## src/rtl/rv_fetch_pkg.sv

```systemverilog
// Shared types and constants for the instruction fetch path.
//   NOP_INSTR        : canonical RV32I nop (addi x0, x0, 0)
//   DEFAULT_RESET_PC : default first fetch address after reset
//   DEFAULT_LAST_PC  : default last word address fetched
//   fetch_entry_t    : one prefetch buffer entry {pc, instr}
package rv_fetch_pkg;

  localparam logic [31:0] NOP_INSTR        = 32'h0000_0013;
  localparam logic [31:0] DEFAULT_RESET_PC = 32'h0000_0000;
  localparam logic [31:0] DEFAULT_LAST_PC  = 32'd104;

  typedef struct packed {
    logic [31:0] pc;
    logic [31:0] instr;
  } fetch_entry_t;

endpackage

```

## src/rtl/fetch_fifo.sv

```systemverilog
// Synchronous prefetch FIFO of fetch_entry_t.
//   clk_i    : clock, all state on rising edge
//   rst_ni   : synchronous active-low reset
//   push_i   : write entry_i at the tail (ignored while flushing)
//   pop_i    : drop the head entry (ignored while empty)
//   flush_i  : discard all entries; wins over push, a coincident pop is discarded too
//   entry_i  : entry to write
//   head_o   : current head entry (meaningful only when !empty_o)
//   count_o  : number of stored entries
//   full_o   : count_o == DEPTH
//   empty_o  : count_o == 0
module fetch_fifo
  import rv_fetch_pkg::*;
#(
  parameter int unsigned DEPTH = 2
) (
  input  logic                       clk_i,
  input  logic                       rst_ni,
  input  logic                       push_i,
  input  logic                       pop_i,
  input  logic                       flush_i,
  input  fetch_entry_t               entry_i,
  output fetch_entry_t               head_o,
  output logic [$clog2(DEPTH):0]     count_o,
  output logic                       full_o,
  output logic                       empty_o
);

  localparam int unsigned PtrW = $clog2(DEPTH);
  localparam logic [PtrW:0] DepthCnt = (PtrW + 1)'(DEPTH);

  fetch_entry_t mem_q [DEPTH];

  logic [PtrW-1:0] wr_ptr_q, wr_ptr_d;
  logic [PtrW-1:0] rd_ptr_q, rd_ptr_d;
  logic [PtrW:0]   cnt_q, cnt_d;
  logic            do_push, do_pop;

  assign empty_o = (cnt_q == '0);
  assign full_o  = (cnt_q == DepthCnt);
  assign count_o = cnt_q;
  assign head_o  = mem_q[rd_ptr_q];

  assign do_pop  = pop_i && !empty_o;
  // A full FIFO still accepts a push when the head leaves in the same cycle.
  assign do_push = push_i && (!full_o || do_pop);

  always_comb begin
    wr_ptr_d = wr_ptr_q;
    rd_ptr_d = rd_ptr_q;
    cnt_d    = cnt_q;
    if (flush_i) begin
      wr_ptr_d = '0;
      rd_ptr_d = '0;
      cnt_d    = '0;
    end else begin
      if (do_push) wr_ptr_d = wr_ptr_q + 1'b1;
      if (do_pop)  rd_ptr_d = rd_ptr_q + 1'b1;
      cnt_d = cnt_q + (PtrW + 1)'(do_push) - (PtrW + 1)'(do_pop);
    end
  end

  always_ff @(posedge clk_i) begin
    if (!rst_ni) begin
      wr_ptr_q <= '0;
      rd_ptr_q <= '0;
      cnt_q    <= '0;
    end else begin
      wr_ptr_q <= wr_ptr_d;
      rd_ptr_q <= rd_ptr_d;
      cnt_q    <= cnt_d;
    end
  end

  // Storage needs no reset: it is only observed through count/empty.
  always_ff @(posedge clk_i) begin
    if (rst_ni && do_push && !flush_i) begin
      mem_q[wr_ptr_q] <= entry_i;
    end
  end

endmodule

```

## src/rtl/instr_fetch_unit.sv

```systemverilog
// Fetch-side initiator for a combinational-read, byte-addressed instruction memory.
// Fetches one word per cycle into a prefetch FIFO and hands {pc, instr} to decode.
//   clk            : clock, all state on rising edge
//   reset          : synchronous active-low reset
//   imem_pc        : fetch address to IMEM (the fetch PC register)
//   imem_instr     : IMEM read data for imem_pc, same cycle
//   redirect_valid : one-cycle branch/jump request, flushes buffered entries
//   redirect_pc    : redirect target
//   out_valid      : head entry valid
//   out_ready      : decode accepts the head entry
//   out_pc         : PC of head entry (0 when empty)
//   out_instr      : instruction of head entry (nop when empty)
//   fetch_done     : fetching stopped (end of program, out-of-range or misaligned target)
//   misalign_err   : sticky flag, a redirect target had pc[1:0] != 0
module instr_fetch_unit
  import rv_fetch_pkg::*;
#(
  parameter logic [31:0] RESET_PC   = DEFAULT_RESET_PC,
  parameter logic [31:0] LAST_PC    = DEFAULT_LAST_PC,
  parameter int unsigned FIFO_DEPTH = 2
) (
  input  logic        clk,
  input  logic        reset,
  output logic [31:0] imem_pc,
  input  logic [31:0] imem_instr,
  input  logic        redirect_valid,
  input  logic [31:0] redirect_pc,
  output logic        out_valid,
  input  logic        out_ready,
  output logic [31:0] out_pc,
  output logic [31:0] out_instr,
  output logic        fetch_done,
  output logic        misalign_err
);

  localparam int unsigned CntW = $clog2(FIFO_DEPTH) + 1;

  logic [31:0]     fetch_pc_q, fetch_pc_d;
  logic            done_q, done_d;
  logic            mis_q, mis_d;

  logic            push, pop;
  logic            fifo_full, fifo_empty;
  logic [CntW-1:0] fifo_count;
  fetch_entry_t    fifo_head, fifo_in;

  assign out_valid = (fifo_count != '0);
  assign pop       = out_valid && out_ready;
  // Redirect owns the cycle: the fetched word belongs to the abandoned path.
  assign push      = !done_q && (!fifo_full || pop) && !redirect_valid;

  assign fifo_in.pc    = fetch_pc_q;
  assign fifo_in.instr = imem_instr;

  fetch_fifo #(
    .DEPTH (FIFO_DEPTH)
  ) u_fifo (
    .clk_i   (clk),
    .rst_ni  (reset),
    .push_i  (push),
    .pop_i   (pop),
    .flush_i (redirect_valid),
    .entry_i (fifo_in),
    .head_o  (fifo_head),
    .count_o (fifo_count),
    .full_o  (fifo_full),
    .empty_o (fifo_empty)
  );

  always_comb begin
    fetch_pc_d = fetch_pc_q;
    done_d     = done_q;
    mis_d      = mis_q;
    if (redirect_valid) begin
      if (redirect_pc[1:0] != 2'b00) begin
        mis_d      = 1'b1;
        done_d     = 1'b1;
        fetch_pc_d = redirect_pc & ~32'd3;
      end else begin
        fetch_pc_d = redirect_pc;
        done_d     = (redirect_pc > LAST_PC);
      end
    end else if (push) begin
      fetch_pc_d = fetch_pc_q + 32'd4;
      if (fetch_pc_q == LAST_PC) done_d = 1'b1;
    end
  end

  always_ff @(posedge clk) begin
    if (!reset) begin
      fetch_pc_q <= RESET_PC;
      done_q     <= 1'b0;
      mis_q      <= 1'b0;
    end else begin
      fetch_pc_q <= fetch_pc_d;
      done_q     <= done_d;
      mis_q      <= mis_d;
    end
  end

  assign imem_pc      = fetch_pc_q;
  assign fetch_done   = done_q;
  assign misalign_err = mis_q;
  assign out_pc       = fifo_empty ? 32'd0 : fifo_head.pc;
  assign out_instr    = fifo_empty ? NOP_INSTR : fifo_head.instr;

endmodule

```

## config.mk

```make
export PLATFORM = sky130hd
export DESIGN_NAME = instr_fetch_unit
export DESIGN_NICKNAME = d
export VERILOG_FILES = /design/src/rtl/rv_fetch_pkg.sv /design/src/rtl/fetch_fifo.sv /design/src/rtl/instr_fetch_unit.sv
export SDC_FILE = /design/constraint.sdc
export NUM_CORES = 1
export LEC_CHECK = 0
export CAP_MARGIN = 15
export CORE_MARGIN = 2
export CORE_UTILIZATION = 50
export DETAILED_ROUTE_END_ITERATION = 6
export HOLD_SLACK_MARGIN = 0.1
export PLACE_DENSITY = 0.91
export SLEW_MARGIN = 20
export SYNTH_ARGS = -nofsm -noshare
export SYNTH_HDL_FRONTEND = slang
export SYNTH_SLANG_ARGS = --single-unit
```

## constraint.sdc

```tcl
create_clock -name clk -period 6.15 [get_ports clk]
set_input_delay 0.9225 -clock clk [delete_from_list [all_inputs] [get_ports clk]]
set_output_delay 0.9225 -clock clk [all_outputs]
set_load 0.05 [all_outputs]
```

==> flow_summary_export.csv <==
group,metric,value,unit
floorplanning,num_rows,43,
worst_setup_path,cp_data_arrival_time,2.74,ns
placement,post-place-ws,2.150,ns
floorplanning,core_area,13990,sq um
routing,drtIter0Drc,566,
yosys,yosysSeqAreaShare,0.6414,
yosys,netlist_area,7209,sq um
sta,achievable-frequency,273.3,MHz
clock_tree,ctsResizeCount,0,
sta,finalSetupViolations,0,
floorplanning,die_area,15400,sq um
global_route,grt_max_degree,65,
worst_setup_path,cp_top_family,"flip-flops",
clock_tree,clock_sinks,167,
routing,num_vias,5416,
global_route,grt_pass1_wl,26.16,mm
global_route,track_usage,0.2243,
routing,wl,17.38,mm
sta,maxSlewViolCount,0,
finish,area_growth_syn_to_layout,33.17,%
yosys,ys.flop_type,"edfxtp_1",
finish,nets,807,
yosys,synthArstFlopShare,0,
routing,antenna_left,0,
yosys,syn-num-nets,649,
routing,drc,0,
floorplanning,die_w,124.1,um
global_route,antenna_found_initial,0,
yosys,ys_ff_latch,167,
floorplanning,ios,167,
yosys,synth_top_cell_area_share,0.5331,
power_and_ir_drop,p_per_area,286.5,nW/um^2
worst_setup_path,worst-setup-path-type,"flop to primary output",
clock_tree,htreeDepth,4,
sta,fin_setup_tns,0,ns
worst_setup_path,cp_slowest_cell,"dfxtp_4",
power_and_ir_drop,power_leakage,3.074,nW
finish,layout_common_cells,"clkdlybuf4s50_1, edfxtp_1, nor2_1",
global_route,overflow,0,
routing,vias_per_cell,5.843,
clock_tree,clk_pin_slew,0.06,ns
yosys,yosys_warnings,0,
sta,relSlewSlack,0.2828,
worst_setup_path,crit_path_cell_trace,"mux2i_1 > nor2_1 > clkdlybuf4s50_1",
worst_setup_path,crit_fanout,64,
sta,worst_slack,2.491,ns
placement,dp_hpwl,12.10,mm
clock_tree,cts_made_buffers,17,
power_and_ir_drop,fin_total_pwr,0.002751,W
sta,hold_viol_final,0,
finish,final_common_cell,"clkdlybuf4s50_1",
yosys,syn_area_per_cell,12.49,sq um
sta,layout_min_cycle_time,3.659,ns
sta,rsz0062_at_grt,"no",
worst_setup_path,critPathMaxStageDelay,1.04,ns
finish,finalNonFillerCells,927,
global_route,grt_pass1_vias,4989,
power_and_ir_drop,ir_drop,242.2,uV
finish,antenna_cells,0,
worst_setup_path,crit_required,5.23,ns
clock_tree,clockBufferDepth,2,
sta,whs,0.4608,ns
clock_tree,cts-root-buf,"clkbuf_16",
floorplanning,die_h,124.1,um
sta,finalCritPeriodShare,0.5949,
yosys,yosys.area.top_type,"edfxtp_1",
placement,portBuffers,166,
clock_tree,clock_latency,0.41,ns
min_path,hp-class,"flop to flop",
routing,drt_first_pass_iters,5,
worst_setup_path,endpoint_kind,"primary output",
routing,wl_per_cell,18.75,um
finish,drive_above_1_share,0.06426,
clock_tree,cts_tree,"built",
clock_tree,holdBufCountCts,0,
outcome,outcome,"finished, final reports clean",
yosys,synth_edf_count,128,
sta,clock_skew,0.009912,ns
floorplanning,start_util,0.5154,
placement,gp_congestion,0.9299,
yosys,yosysUniqueCellTypes,53,
yosys,synthCells,577,
clock_tree,post_cts_buffers,0,
worst_setup_path,start_kind,"flop",
flow_run,maxCapViolCount,0,
yosys,ys_top_cells_by_area,"edfxtp_1, dfxtp_1, mux2i_1, nor2_1, nor4_1",
worst_setup_path,critPathBufInv,1,
placement,post-place-cells,896,
sta,tightestPinTransition,1.076,ns
flip-flops by register name, summed over array words and instances (netlist names), named ones only:
name and count:
imem_pc 32, misalign_err 1, u_fifo.rd_ptr_q 1, u_fifo.count_o 2
u_fifo.wr_ptr_q 1, u_fifo.mem_q 128, fetch_done 1
power by group:
group	switching [W]	internal (W)	leakage, nW
registers	0.0000523	0.00126	1.48
logic	0.000264	0.000155	1.31
clock network	0.000420	0.000599	0.281
total	0.000736	0.00201	3.07
final cells by class:
type                       instances  area [sq um]
sequential                       167          4628
fill                             937          4388
multi-input combinational        362          2410
timing repair buffer             172          1707
clock buffer                      17         425.4
tap                              180         225.2
clock inverter                    14         148.9
inverter                          15         56.30
Yosys cell counts, types with 4 or more instances:
cell type	instances
xnor2_1	9
mux2i_1	64
inv_1	15
nand2b_1	7
or4_1	9
clkbuf_1	28
nor3_1	8
nor4_1	22
nor2_1	77
nand4_1	11
a31oi_1	13
o31ai_1	6
and4_1	4
dfxtp_1	39
a211o_1	4
edfxtp_1	128
xor2_1	4
o21ai_0	25
ha_1	4
and2_1	7
a21oi_1	12
nand2_1	22
nand3_1	13
tightest hold or removal path, delay by kind of cell (launching register included):
family	cells	cell delay, ns
AOI/OAI and AO/OA	1	0.05
DFF	1	0.32
buffers and inverters	1	0.05
final timing paths:
kind	slack [ns]	depth (start not counted)	start	end
min reg2reg	0.46	2	misalign_err	misalign_err
max reg2reg	3.27	5	u_fifo.count_o[1]	u_fifo.mem_q[1][36]
min	0.46	2	misalign_err	misalign_err
max	2.49	3	flop	out_pc[31]
metrics by stage:
step	area [sq um]	util
after floorplan	7209	-
after global placement	9026	0.6453
after detailed placement	9026	0.6453
after CTS	9600	0.6863
after global routing	9600	0.6863
final	9600	0.6863
layer usage:
metal / GRT usage / wire [um] / up-vias
met4: 0.06250 / 192 / 0
li1: - / - / 2508
met2: 0.3559 / 8082 / 315
met1: 0.3101 / 7283 / 2571
met3: 0.05403 / 1824 / 22
met5: 0 / 0 / -
cell families (layout without fill, tap and decap cells):
family	count (synthesis)	after routing	share of synthesized area
XOR/XNOR	13	13	0.01579
multiplexers	64	64	0.08886
flip-flops	167	167	0.6414
buffers and inverters	48	218	0.02655
adder cells (fa/ha/maj)	4	4	0.006942
AND/OR/NAND/NOR	200	200	0.1454
AO/OA/AOI/OAI	81	81	0.07497
Note: power is estimated with default switching activity, not from simulation.
